## config.mk

```make
export PLATFORM = sky130hd
export DESIGN_NAME = reg_bus_arbiter
export DESIGN_NICKNAME = d
export VERILOG_FILES = /design/src/rtl/reg_bus_arbiter.sv
export SDC_FILE = /design/constraint.sdc
export NUM_CORES = 1
export LEC_CHECK = 0
export CAP_MARGIN = 20
export CORE_ASPECT_RATIO = 1.25
export CORE_UTILIZATION = 40
export DETAILED_ROUTE_END_ITERATION = 6
export GPL_TIMING_DRIVEN = 0
export PLACE_DENSITY_LB_ADDON = 0.15
export REMOVE_ABC_BUFFERS = 1
export SLEW_MARGIN = 20
export SYNTH_ARGS = -nofsm -noshare
export SYNTH_HDL_FRONTEND = slang
export SYNTH_SLANG_ARGS = --single-unit
export TNS_END_PERCENT = 20
```

## constraint.sdc

```tcl
create_clock -name i_clk -period 2.55 [get_ports i_clk]
set_input_delay 0.3825 -clock i_clk [delete_from_list [all_inputs] [get_ports i_clk]]
set_output_delay 0.3825 -clock i_clk [all_outputs]
set_load 0.1 [all_outputs]
```

## src/rtl/reg_bus_arbiter.sv

```systemverilog
// Round-robin arbiter and sequencer for the shared register bus. Serialises
// single-beat read/write requests, issues one bus strobe each and acks the owner.
module reg_bus_arbiter #(
  parameter int NUM_REQ    = 2,
  parameter int RD_LATENCY = 1
) (
  input  logic                  i_clk,
  input  logic                  i_rst_n,
  input  logic [NUM_REQ-1:0]    i_req,
  input  logic [NUM_REQ-1:0]    i_req_we,
  input  logic [NUM_REQ*32-1:0] i_req_addr,
  input  logic [NUM_REQ*32-1:0] i_req_wdata,
  output logic [NUM_REQ-1:0]    o_ack,
  output logic [NUM_REQ-1:0]    o_grant,
  output logic [31:0]           o_rdata,
  output logic                  o_busy,
  output logic                  o_bus_write,
  output logic                  o_bus_read,
  output logic [31:0]           o_bus_addr,
  output logic [31:0]           o_bus_wdata,
  input  logic [31:0]           i_bus_rdata
);

  // Handshake: a requester holds i_req (level) with stable we/addr/wdata until
  // its one-cycle o_ack; i_req must be low in the cycle after o_ack or a new
  // transaction starts. A request is committed once sampled in IDLE.

  localparam int IDX_W = (NUM_REQ > 1) ? $clog2(NUM_REQ) : 1;
  localparam int CNT_W = 3;

  typedef enum logic [1:0] {IDLE, ISSUE, WAIT, ACK} state_e;

  state_e             state_q, state_d;
  logic [IDX_W-1:0]   ptr_q, idx_q, win_idx;
  logic               win_valid, win_we;
  logic [31:0]        win_addr, win_wdata;
  logic               we_q;
  logic [31:0]        addr_q, wdata_q, rdata_q;
  logic [CNT_W-1:0]   cnt_q;

  // First set request searching upward from ptr_q+1 with wrap-around.
  always_comb begin
    int cand;
    cand      = 0;
    win_valid = 1'b0;
    win_idx   = '0;
    win_we    = 1'b0;
    win_addr  = '0;
    win_wdata = '0;
    for (int i = 1; i <= NUM_REQ; i++) begin
      cand = int'(ptr_q) + i;
      if (cand >= NUM_REQ) cand = cand - NUM_REQ;
      if (!win_valid && i_req[cand]) begin
        win_valid = 1'b1;
        win_idx   = IDX_W'(cand);
        win_we    = i_req_we[cand];
        win_addr  = i_req_addr[cand*32 +: 32];
        win_wdata = i_req_wdata[cand*32 +: 32];
      end
    end
  end

  always_ff @(posedge i_clk or negedge i_rst_n) begin
    if (!i_rst_n) state_q <= IDLE;
    else          state_q <= state_d;
  end

  always_comb begin
    state_d = state_q;
    case (state_q)
      IDLE:    if (win_valid) state_d = ISSUE;
      ISSUE:   state_d = we_q ? ACK : WAIT;
      WAIT:    if (cnt_q == '0) state_d = ACK;
      ACK:     state_d = IDLE;
      default: state_d = IDLE;
    endcase
  end

  always_ff @(posedge i_clk or negedge i_rst_n) begin
    if (!i_rst_n) begin
      ptr_q   <= IDX_W'(NUM_REQ - 1);
      idx_q   <= '0;
      we_q    <= 1'b0;
      addr_q  <= '0;
      wdata_q <= '0;
      rdata_q <= '0;
      cnt_q   <= '0;
    end else begin
      case (state_q)
        IDLE: begin
          if (win_valid) begin
            idx_q   <= win_idx;
            we_q    <= win_we;
            addr_q  <= win_addr;
            wdata_q <= win_wdata;
          end
        end
        ISSUE: if (!we_q) cnt_q <= CNT_W'(RD_LATENCY - 1);
        WAIT: begin
          if (cnt_q == '0) rdata_q <= i_bus_rdata;
          else             cnt_q   <= cnt_q - 1'b1;
        end
        ACK:     ptr_q <= idx_q;
        default: ;
      endcase
    end
  end

  always_comb begin
    o_busy      = (state_q != IDLE);
    o_grant     = '0;
    o_ack       = '0;
    o_bus_write = 1'b0;
    o_bus_read  = 1'b0;
    o_bus_addr  = '0;
    o_bus_wdata = '0;
    if (state_q != IDLE) o_grant[idx_q] = 1'b1;
    if (state_q == ISSUE) begin
      o_bus_write = we_q;
      o_bus_read  = !we_q;
      o_bus_addr  = addr_q;
      o_bus_wdata = wdata_q;
    end
    if (state_q == ACK) o_ack[idx_q] = 1'b1;
  end

  assign o_rdata = rdata_q;

endmodule

```

==> metrics <==
pin count of the biggest net entering global routing=65; Fin Hold WS=-0.00923 ns; CTS tree=yes; Clock transition at path regs=~0.07 ns; Slew Limit Fails=0; Finished Layout Cells=912; Syn Area/Cell=approximately 11 µm²; Max Root-Sink Buffers=2; vias per cell=4.89; Synth warnings=0; EDFF count, synth=0; design area=8390 µm²; final wirelength=approximately 14000 µm; initial DRC count=137; Slew @ Worst Pin=around 1.0 ns; maximum vdd drop=0.00106 V; CP Class=register to primary output; Initial Utilization=roughly two fifths; # diodes=0; fin crit period=around 2.4 ns; Slowest-stage cell, CP=dfrtp_1; DRC Markers=0; largest area contributor in the netlist=dfrtp_1; stages on the worst setup path=5; max-cap violation count=0; crit path max fanout=between 40 and 50; CTS root buf=clkbuf_16; Cell Chain, Critical Path=inv_1 -> ha_4 -> buf_12 -> and2_1 -> buf_2; initial antenna violation count=0; synthesized netlist cell count=486; Clock Latency Late Sink=about 0.34 ns; row count=between 40 and 50; failing checks=negative hold slack; H-tree levels=3; DR WL/cell=between 15 and 20 µm; Final WS setup=between 0.1 and 0.15 ns; Worst Path Required=between 2 and 2.5 ns; P per Cell Area=around 1400 nW/µm²; CP top delay family=buffers and inverters; placed cell area=slightly above 8000 µm²; share of Yosys cell area claimed by the top area cell type=47.6%; proportion of layout cells with a drive suffix above 1=around 22%; top post-synthesis cells by count=103 x dfrtp_1, 70 x nand2_1, 65 x and2_1, 65 x o21ai_1, 60 x a22oi_2; Detail Route Antenna Nets=0; vias in the first global route=approximately 4500; FF+latch area=2600 µm²; worst reg2reg startpoint=cnt_q[0]; Area Growth Syn to Fin=54.7%; Setup crit start kind=register; GRT Resource Usage Total=about a fifth; fmax=between 400 and 500 MHz; Die Ht=between 100 and 150 µm; critical path's largest stage delay=~0.42 ns; Combinational Power Share=64.5%; sequential element share of the synthesized area=48.0%; Pre-antenna DRT Iters=4; Buffers on Ports=268; outcome=complete, but fails checks; r2r endpoint=o_rdata[1]; clk sinks=between 100 and 150; via count=4461; final setup fails=0; placed cells=roughly 900; Post-CTS Setup Bufs=0; endpoints failing hold=8; first-pass GRT wire length=23000 µm; top area cells in the synthesized netlist=dfrtp_1 48%, a22oi_2 14%, and2_1 7.5%, mux2_1 6.4%, o21ai_1 6.0%; Tcrit/Tclk final=roughly 95%; fin util=63.4%; P_int=0.00516 W; CP Buf/Inv Count=3; area of the multi-input gates=2470 µm²; TritonCTS buffer count=9; Mapped Area=roughly 5400 µm²; Synth Flop Type=dfrtp_1; # IOs=269; GRT overflow=0; DIE WIDTH=between 100 and 150 µm; Sw Pwr=between 0.006 and 0.007 W; most common cell in the synthesized netlist=dfrtp_1; Max-slew headroom=a little under a third; part of the power in registers=roughly a quarter; Final #Nets=909; Net Sw Frac=55.8%; Core Box Area=13200 µm²; Routability Congestion=about 0.75; Reg2Reg Depth=5; Synth Register Bits=104; die area=around 14000 µm²; clock power share=approximately an eighth; crit end category=primary output; unrepaired setup endpoints after global routing=false; leak pwr=around 3.5 nW; Synth async-reset ratio=100%; crit path DAT=2.04 ns; flop2flop setup slack=approximately 0.46 ns; Synth cell types=34; Fill cells=~1100; Worst Skew=just under 0.006 ns; Setup WS pre-CTS=-0.529 ns; Worst Hold Class=primary input to asynchronous set/reset pin; post-DP HPWL=~11000 µm; final setup TNS=0 ns
## layout make-up
cell class	count	area share [%]
multi-input cells	335	29.5
well taps	171	2.55
clock inverters	4	0.656
repair buffers	277	32.9
inverters	9	0.403
clock buffers	12	2.94
flip-flops and latches	104	31.0
## sequential cells by signal (all words and copies together) (netlist names)
signal   count
state_q      2
o_rdata     32
idx_q        1
ptr_q        1
addr_q      32
wdata_q     32
we_q         1
cnt_q        3
## power by group through the flow
stage,Clock [W],Combinational (W),Sequential (W)
5_1_grt,0.00150,0.00792,0.00286
6_report,0.00139,0.00754,0.00276
3_5_place_dp,0,0.00776,0.00279
2_1_floorplan,0,0.00374,0.00461
4_1_cts,0.00143,0.00761,0.00276
3_3_place_gp,0,0.00745,0.00274
## through the flow
step	total power (W)	hold slack [ns]
after floorplan	0.00835	0.0869
after CTS	0.0118	0.00341
after global placement	0.0102	0.458
after detailed placement	0.0106	0.378
after global routing	0.0123	0.0256
final	0.0117	-0.00923
## metal layers
metal / share of wire [%] / up-vias / global-route usage [%]
li1: - / 2184 / -
met2: 52 / 201 / 37.8
met5: 0 / - / 0
met3: 9.5 / 16 / 6.87
met4: 1.4 / 0 / 6.79
met1: 37 / 2060 / 23.4
## placed cells by master, fill, tap and decap left out, drive strengths merged, types with 2 or more instances in the layout
cell / instances
nor2b: 5
o21ai: 70
dfrtp: 103
nor2: 2
clkdlybuf4s50: 196
a22oi: 64
nor3: 3
clkbuf: 13
nand2: 71
dlygate4sd2: 2
ha: 7
inv: 9
clkdlybuf4s15: 23
buf: 55
and2: 67
mux2: 34
clkinv: 2
a21oi: 4
o31ai: 2
## repair_timing
action | CTS | global route
hold buffers | 0 | 0
endpoints found under the setup margin | 71 | 3
gates resized for setup | 312 | 3
cloned | 0 | 0
pin swaps | 0 | 0
## worst register-to-register path: stages, from the launching register on
cell and delay [ns]:
dfrtp_1 0.42, inv_1 0.13, ha_1 0.20, nor2b_4 0.25
nand2_2 0.46, mux2_1 0.52
## worst max path at each step
stage | from | to | slack [ns]
6_report | state_q[1] | o_bus_wdata[3] | 0.12
5_1_grt | state_q[1] | o_bus_wdata[0] | 0.009
3_3_place_gp | i_rst_n | wdata_q[25] | -2.84
3_5_place_dp | state_q[1] | o_bus_write | -0.53
2_1_floorplan | i_req[1] | addr_q[30] | -0.69
4_1_cts | state_q[1] | o_bus_wdata[23] | -0.06
## kinds of logic (layout without fill, tap and decap cells)
group           Yosys count  count (layout)  synth area share, %
simple gates            150             150                 14.1
buf+inv                  47             302                 6.81
mux                      34              34                 7.06
compound gates          144             144                 22.4
fa+ha+maj                 7               7                 1.62
flops                   104             104                 48.0
No activity file was read; power rests on OpenSTA's default activity.
==> patch, RTL diff (config.mk and constraints unchanged) <==
The 4 states of `state_e` get a one-hot encoding in 4 bits.
--- a/src/rtl/reg_bus_arbiter.sv
+++ b/src/rtl/reg_bus_arbiter.sv
@@ -28,7 +28,7 @@
   localparam int IDX_W = (NUM_REQ > 1) ? $clog2(NUM_REQ) : 1;
   localparam int CNT_W = 3;
 
-  typedef enum logic [1:0] {IDLE, ISSUE, WAIT, ACK} state_e;
+  typedef enum logic [3:0] {IDLE = 4'b0001, ISSUE = 4'b0010, WAIT = 4'b0100, ACK = 4'b1000} state_e;
 
   state_e             state_q, state_d;
   logic [IDX_W-1:0]   ptr_q, idx_q, win_idx;
Function: no difference found for any inputs over 4 cycles, from zero or initial values and one cycle with i_rst_n low; so few cycles prove little.
==> patch against the original RTL <==
Global-route usage rose by 0.60 points; wire length grew 2.0%; die area shrank 2.2%; setup slack got worse by 0.050 ns; area after synthesis is 2.3% lower; total power fell by 5.4%; cell area down 0.28%; sequential cell count rose by 2; utilization increased by 2.1 points; largest power group unchanged.
==> patch: results (changes against the original RTL) <==
status:
  run_status: "complete, no violations"  # was complete, but fails checks
detailed_routing:
  vias: 4347  # was 4461
  viasPerCell: 5.23  # was 4.89
  wl_met3_mm: 1.32  # was 1.36 mm
  drtIter0Drc: 172  # was 137
  met2WireLength_mm: 7.53  # was 7.44 mm
  met1_length_mm: 5.46  # was 5.35 mm
power_and_ir_drop:
  p_leak_uw: 0.00357  # was 0.00355 uW
  pwr-share-comb_pct: 62.4  # was 64.5%
  switching_power_uw: 5740  # was 6530 uW
  power_frac_seq_pct: 26.1  # was 23.6%
  ir_drop_v: 0.00118  # was 0.00106 V
  seq_power_uw: 2890  # was 2760 uW
final_layout:
  nets: 826  # was 909
  drive_gt1_share_pct: 26.2  # was 22.3%
synthesis:
  ys_top_cells_by_area: "dfrtp_1 49%, mux2_2 15%, a32o_1 12%"  # was dfrtp_1 48%, a22oi_2 14%, and2_1 7.5%
  ys_types: 30  # was 34
  synth_top_area_share_pct: 49.1  # was 47.6%
  syn-instance-count: 407  # was 486
  synth_common_cells: "104 x dfrtp_1, 70 x mux2_2, 67 x and2_1"  # was 103 x dfrtp_1, 70 x nand2_1, 65 x and2_1, 65 x o21ai_1, 60 x a22oi_2
  ys_seq_area_share_pct: 50.1  # was 48.0%
critical_path:
  worstRegToRegCells: 3  # was 5
  worstPathArrival_ns: 2.10  # was 2.04 ns
  cpMaxStageDelayCell: "clkdlybuf4s15_2"  # was dfrtp_1
  startpoint: "state_q[3]"  # was state_q[1]
  crit_path_max_fanout: 9  # was 47
  rr_endpoint: "addr_q[31]"  # was o_rdata[1]
  slowest_delay_ns: 0.55  # was 0.42 ns
  r2r_slack_ns: 0.14  # was 0.46 ns
  r2r_start: "state_q[0]"  # was cnt_q[0]
global_route:
  grt_use_met2_pct: 40.0  # was 37.8%
  use_met1_pct: 23.5  # was 23.4%
  grtUsageTotal_pct: 21.7  # was 21.1%
  grt_pass1_wl_mm: 23.3  # was 23.0 mm
  grt_pass1_vias: 4632  # was 4504
  grt_use_met3_pct: 6.75  # was 6.87%
sta:
  fin_skew_ns: 0.0103  # was 0.00577 ns
  tightest_slew_ns: 1.01  # was 1.03 ns
  min_period_ns: 2.48  # was 2.43 ns
  holdWs_ns: 0.477  # was -0.00923 ns
placed_design:
  gp_congestion: 0.714  # was 0.746
  dp_slack_ns: -0.895  # was -0.529 ns
  place_area_sq_um: 8140  # was 8240 sq um
min_path:
  hold_path_class: "reg -> reg"  # was in -> async
==> patch: final cells by class <==
type                            count  area (sq um)
Clock inverter                      3          17.5
Tap cell                          168           210
Clock buffer                       13           250
Timing Repair Buffer              279          2750
Sequential cell                   106          2660
Inverter                            4          15.0
Multi-Input combinational cell    258          2460
Fill cell                        1025          4410
==> patch: timing repair <==
item | 4_1_cts | 5_1_grt
hold buffers | 1 | 0
hold endpoints to repair | 26 | 0
endpoints found under the setup margin | 71 | 38
pin swaps | 1 | 0
resized for setup | 367 | 10
buffers inserted | 3 | 0
cloned | 0 | 0
==> patch: logic make-up (layout without fill, tap and decap cells) <==
kind of cell    after synthesis  after routing  synth area share (%)
compound gates               74             74                  13.7
xor+xnor                      1              1                 0.165
fa+ha+maj                     2              2                 0.472
buf+inv                      43            299                  4.04
flops                       106            106                  50.1
mux                         100            100                  21.2
simple gates                 81             81                  10.3
